===== src/rtl/fifo_wr_packer.sv =====
// Packs RATIO consecutive IN_W-bit words into one OUT_W-bit FIFO entry through a one-entry skid.
// Define PACKER_FLUSH_EN to let an accepted in_last word close a partial entry (upper lanes zeroed).
module fifo_wr_packer #(
    parameter int IN_W  = 32,
    parameter int OUT_W = 128,
    parameter int CNT_W = 16
) (
    input  logic             clk,
    input  logic             rst,
    input  logic             in_valid,
    output logic             in_ready,
    input  logic [IN_W-1:0]  in_data,
    input  logic             in_last,
    input  logic             fifo_full,
    output logic             fifo_write_en,
    output logic [OUT_W-1:0] fifo_data_in,
    output logic [1:0]       lane_cnt,
    output logic [CNT_W-1:0] push_cnt
);

    localparam int         RATIO     = OUT_W / IN_W;
    localparam logic [1:0] LAST_LANE = 2'(RATIO - 1);

    logic [OUT_W-1:0] acc_q, acc_d;
    logic [OUT_W-1:0] pend_data_q, pend_data_d;
    logic [OUT_W-1:0] merged;
    logic [1:0]       lane_q, lane_d;
    logic             pend_valid_q, pend_valid_d;
    logic [CNT_W-1:0] push_cnt_q, push_cnt_d;
    logic             push, accept, ends_entry, complete;

`ifdef PACKER_FLUSH_EN
    assign ends_entry = (lane_q == LAST_LANE) || in_last;
`else
    assign ends_entry = (lane_q == LAST_LANE);
    logic unused_last;
    assign unused_last = in_last;
`endif

    // A completing word may enter only if the skid is free or drains this same cycle.
    assign push       = rst && pend_valid_q && !fifo_full;
    assign in_ready   = rst && (!ends_entry || !pend_valid_q || push);
    assign accept     = in_valid && in_ready;
    assign complete   = accept && ends_entry;

    assign fifo_write_en = push;
    assign fifo_data_in  = pend_data_q;
    assign lane_cnt      = lane_q;
    assign push_cnt      = push_cnt_q;

    // Upper lanes of acc are always zero, so a flushed partial entry is zero-padded for free.
    always_comb begin
        merged = acc_q;
        for (int unsigned k = 0; k < RATIO; k++) begin
            if (lane_q == 2'(k)) begin
                merged[k*IN_W +: IN_W] = in_data;
            end
        end
    end

    always_comb begin
        acc_d        = acc_q;
        lane_d       = lane_q;
        pend_valid_d = pend_valid_q;
        pend_data_d  = pend_data_q;
        push_cnt_d   = push_cnt_q;

        if (push) begin
            pend_valid_d = 1'b0;
            push_cnt_d   = push_cnt_q + CNT_W'(1);
        end

        if (accept) begin
            if (complete) begin
                pend_data_d  = merged;
                pend_valid_d = 1'b1;
                lane_d       = '0;
                acc_d        = '0;
            end else begin
                acc_d  = merged;
                lane_d = lane_q + 2'd1;
            end
        end
    end

    always_ff @(posedge clk) begin
        if (!rst) begin
            acc_q        <= '0;
            lane_q       <= '0;
            pend_valid_q <= 1'b0;
            pend_data_q  <= '0;
            push_cnt_q   <= '0;
        end else begin
            acc_q        <= acc_d;
            lane_q       <= lane_d;
            pend_valid_q <= pend_valid_d;
            pend_data_q  <= pend_data_d;
            push_cnt_q   <= push_cnt_d;
        end
    end

endmodule

===== config.mk =====
export PLATFORM = sky130hd
export DESIGN_NAME = fifo_wr_packer
export DESIGN_NICKNAME = d
export VERILOG_FILES = /design/src/rtl/fifo_wr_packer.sv
export SDC_FILE = /design/constraint.sdc
export NUM_CORES = 1
export LEC_CHECK = 0
export ABC_AREA = 1
export CAP_MARGIN = 5
export CELL_PAD_IN_SITES_DETAIL_PLACEMENT = 1
export CELL_PAD_IN_SITES_GLOBAL_PLACEMENT = 1
export CORE_MARGIN = 2
export CORE_UTILIZATION = 34
export CTS_CLUSTER_DIAMETER = 100
export DETAILED_ROUTE_END_ITERATION = 8
export PLACE_DENSITY_LB_ADDON = 0.1
export SETUP_SLACK_MARGIN = 0.2
export SLEW_MARGIN = 20
export SYNTH_ARGS = -nofsm -noshare
export SYNTH_HDL_FRONTEND = slang
export SYNTH_SLANG_ARGS = --single-unit

===== constraint.sdc =====
create_clock -name clk -period 1.8 [get_ports clk]
set_input_delay 0.36 -clock clk [delete_from_list [all_inputs] [get_ports clk]]
set_output_delay 0.36 -clock clk [all_outputs]
set_load 0.005 [all_outputs]

# Word level (Yosys, flattened, before mapping)
# Index checks and enable logic that the tools add are counted.
# word_totals
ff_bits	275
input_bits	37
output_inout_bits	148
# op_classes
add_sub_neg	2
eq_ne	3
muxes	9
reduce_logical	12
# ops
cell	n
$mux W128	1
$mux W32	4
$add A16 B1 Y16 const B	1
$logic_and A1 B1 Y1	5
$eq A2 B2 Y1 const B	2
$logic_not A1 Y1	3
$mux W1	3
$add A2 B1 Y2 const B	1
$eq A2 B1 Y1 const B	1
$logic_not A2 Y1	1
$logic_or A1 B1 Y1	2
$mux W2	1
$reduce_and A2 Y1	1

# Longest topological paths before layout
# Gate-level depths: netlist of run 1.
# logic_depth
word_depth	9
mapped_depth	9

# Least setup slack after synthesis of run 1
# No wires, ideal clock.
# synth_path
path_type	register -> register
start	reg lane_q[0] (netlist: lane_cnt[0])
end	reg acc_q[11]
setup_time_ns	0.087
arrival_ns	1.664
slack_ns	0.049
stages_incl_launch_ff	9
path_buffers	3
period_less_slack_ns	1.751
path_cell_list	dfxtp_1 ha_1 buf_2 a31oi_4 nand2_1 clkbuf_1 clkbuf_1 nand3_1 o31ai_1
# synth_via
elab_chain_len	8
# synth_lines
item	line_no	rtl
start: declaration	27	logic [1:0] lane_q, lane_d;
start signal: assignment	95	lane_q <= lane_d;
$eq A2 B2 Y1 *	35	assign ends_entry = (lane_q == LAST_LANE);
$logic_not A1 Y1 *	42	assign in_ready = rst && (!ends_entry || !pend_valid_q || push);
$logic_or A1 B1 Y1 * (2 in a row)	42	
$logic_and A1 B1 Y1 *	42	
via in_ready	11	output logic in_ready,
$logic_and A1 B1 Y1 *	43	assign accept = in_valid && in_ready;
$logic_and A1 B1 Y1	44	assign complete = accept && ends_entry;
$mux W128	74	if (complete) begin
end signal: assignment	88	acc_q <= '0;
end signal: assignment	94	acc_q <= acc_d;
end: declaration	24	logic [OUT_W-1:0] acc_q, acc_d;
# Mark *: on every way through the listed nets, which the timed path passes. The rest lies on a longest branch.
# A chain may end at the register's enable or synchronous reset.

# Final worst setup path of run 1
# layout_path
start	reg lane_q[1] (netlist: lane_cnt[1])
end	reg pend_data_q[52] (netlist: fifo_data_in[52])
# layout_via
elab_chain_len	8
# layout_lines
item	line_no	rtl
$eq A2 B2 Y1	35	
$logic_not A1 Y1	42	
$logic_or A1 B1 Y1 (2 in a row)	42	
$logic_and A1 B1 Y1	42	
$logic_and A1 B1 Y1	43	
$logic_and A1 B1 Y1	44	
$reduce_and A2 Y1 (no source line)	--	
end signal: assignment	97	pend_data_q <= pend_data_d;
end: declaration	25	logic [OUT_W-1:0] pend_data_q, pend_data_d;
# Several ways; a longest one is shown, not always the timed one.

==> reports/summary.txt, run 1 <==
Per-cell routed wire length: 21.0 um
R2R cell count: 11
Layout Nets: 1586
Hold Path Sink: push_cnt[11]
Type of the most critical hold path: input pin to register
Pwr/cell area: 860 nW/um^2
Slowest CP cell: dfxtp_2
Max-Cap Viols: 0
Yosys warns: 0
Worst slew margin relative to its limit: 42.9%
Synth-to-layout area growth: 56.9%
Vias in the first global route: 10200
Vias per cell: 5.24
Worst Path Buf+Inv: 6
Setup TNS Final: -0.393 ns
Worst EP arrival: 2.34 ns
Share of cells above drive strength 1: 24.4%
Max incr delay on CP: 0.34 ns
Area leader, netlist: dfxtp_1
Critical Path Sink Type: register
Total CTS buffers: 28
Clock Skews: 0.00732 ns
R2r setup slk: -0.08 ns
LEAKAGE: 6.87 nW
Final Max Tran Viols: 0
Die H: 176 um
Commonest non-fill, non-tap cells in the layout: 216 x dfxtp_1, 208 x nand2_1, 144 x dlygate4sd2_1, 133 x nor2_1, 106 x a21oi_1
CP Class: register to register
Rows: 62
WP data required: 2.26 ns
Final worst-path cycle share: 104%
Die Area: 30900 sq um
First DRT Iteration DRCs: 539
Remaining Overflow, GRT: 0
Synth Net Count: 1353
Root buf cell: clkbuf_16
Reg-to-Reg End: fifo_data_in[52]
Setup ws final: -0.0792 ns
Worst hold slack: 0.266 ns
Hpwl dp: 22500 um
Startpoint types: register
Failing checks: setup timing
GP Congestion: 0.762
Max FO, Critical Path: 6
Metal-1 WL: 17200 um
Hold Path Origin: rst
Detailed-route wire length: 40900 um
IO Count: 185
First-pass GRT wire length: 58700 um
Leading cell type in the layout, fill and taps excluded: dfxtp_1
Top routing layer in use: met4
R2R Path Start: lane_cnt[1]
Sequential element share of the synthesized area: 48.5%
Die width: 176 um
Synth area leaders: dfxtp_1 49%, nand2_1 8.1%, a21oi_1 7.8%
Cells after Synth: 1311
Met3 WL post-DR: 2010 um
Area fraction of the dominant cell type after synthesis: 48.5%
Crit-path leading delay family: buffers and inverters
WHS Path Cells: 4
Synth unique cells: 22
Drt drc: 0
Worst path cell trace: ha_4 > a31oi_4 > buf_6 > buf_6 > nand3_4 > buf_12 > clkinv_16 > buf_12 > clkbuf_16 > nand2_2 > a21oi_1
Max H-tree Level: 1
Mapped Area: 10000 sq um
Hold Vio Cnt, Final: 0
Synth Register Bits: 243
Vias: 10200
Final min period: 1.88 ns
Detailed Routing Iterations Pass 1: 4
CTS sink cnt: 243
Clock Path Buffers: 3
Fmax: 532 MHz
RSZ-0062 raised after global routing: true
CTS clock-pin slew for the worst setup and hold paths: 0.06 ns
Routed Antenna Nets: 0
Antenna violations before repair: 1
Status: complete, but fails checks
Cts hold-fix bufs: 0
GR Util All Layers: 24.2%
Initial core utilization: 34.7%
Setup violators final: 12
Largest net degree at the start of global routing: 135
Routed wl met2: 20500 um
Port Buf Inserts: 183
Worst-margin pin slew: 0.857 ns
Skew-Pair Late Insertion Delay: 0.54 ns
Max VDD drop: 0.000608 V
CTS tree: yes
Post-Syn Area per Cell: 7.65 sq um
Area of the core: 28900 sq um
tightest hold or removal path, stage by stage:
cell and delay, ns:
buf_4 0.13, buf_4 0.18, nand2_1 0.08, nor2_1 0.03
sequential cells by signal (all words and copies together), names as in the netlist:
signal	count
lane_cnt	2
push_cnt	16
acc_q	96
fifo_data_in	128
pend_valid_q	1
through the flow:
stage               area [sq um]  setup WS, ns  util [%]  power (mW)  std cells
CTS                        14500       -0.0384      50.3        13.2       1914
finish                     15700       -0.0792      54.5        13.5       1946
global placement           12600        -0.202      43.6        7.17       1827
floorplan                  10100         0.180         -        6.63       1311
detailed placement         12600        -0.229      43.6        7.20       1827
global route               15700        -0.115      54.5        14.1       1946
Yosys cell counts (all sizes together):
master,instances
buf,39
clkbuf,68
inv,95
nor3b,1
o21a,1
a211oi,1
o31ai,51
a31oi,1
o21ai,136
nor2,137
nand2,217
ha,5
nand4,4
a21oi,156
nand3,110
dfxtp,243
nor3,4
mux2,42
report_power, final:
part           switching [mW]  internal [mW]  leakage (nW)  total (mW)
combinational            1.18           1.07          4.45        2.26
clock                    2.30           3.27         0.430        5.57
sequential              0.127           5.57          1.99        5.70
metal layers:
layer	vias up	GRT usage, %
met5	-	0
met4	0	7.51
met3	71	4.76
met2	236	42.2
met1	5037	30.0
li1	4860	-
worst max-delay path by stage:
stage / from / end / depth (start not counted)
4_1_cts: lane_cnt[1] / in_ready / 3
2_1_floorplan: lane_cnt[0] / fifo_data_in[23] / 9
5_1_grt: lane_cnt[1] / fifo_data_in[52] / 11
6_report: lane_cnt[1] / fifo_data_in[52] / 11
3_3_place_gp: fifo_full / in_ready / 3
3_5_place_dp: fifo_full / in_ready / 3
what timing repair did:
action                     CTS  global route
setup buffers               19            12
gates resized for setup    320           238
setup endpoints to repair  314           241
gates cloned                21            19
pin swaps                   15            45
cell type report:
class / instances / area, sq um
Clock buffer: 43 / 828
Timing Repair Buffer: 309 / 3840
Sequential cell: 243 / 4910
Fill cell: 3309 / 13100
Tap cell: 384 / 480
Multi-Input combinational cell: 866 / 5200
Antenna cell: 1 / 2.50
Timing Repair inverter: 1 / 20.0
Clock inverter: 4 / 45.0
Inverter: 95 / 408
cells by family (layout without fill, tap and decap cells):
group                    count (synthesis)  after routing  synth area share (%)
AO/OA/AOI/OAI                          346            346                  18.8
adder cells (fa/ha/maj)                  5              5                 0.624
buffers and inverters                  202            452                  8.07
flip-flops                             243            243                  48.5
multiplexers                            42             42                  4.72
other                                    0              1                     0
AND/OR/NAND/NOR                        473            473                  19.3
No activity file was read; power rests on OpenSTA's default activity.
==> inputs of run 2 (changes only) <==
ABC_CLOCK_PERIOD_IN_PS = 1800   (was not set)
==> results of run 2 <==
Same layout as run 1: the final DEF is identical, and so are final timing and power.
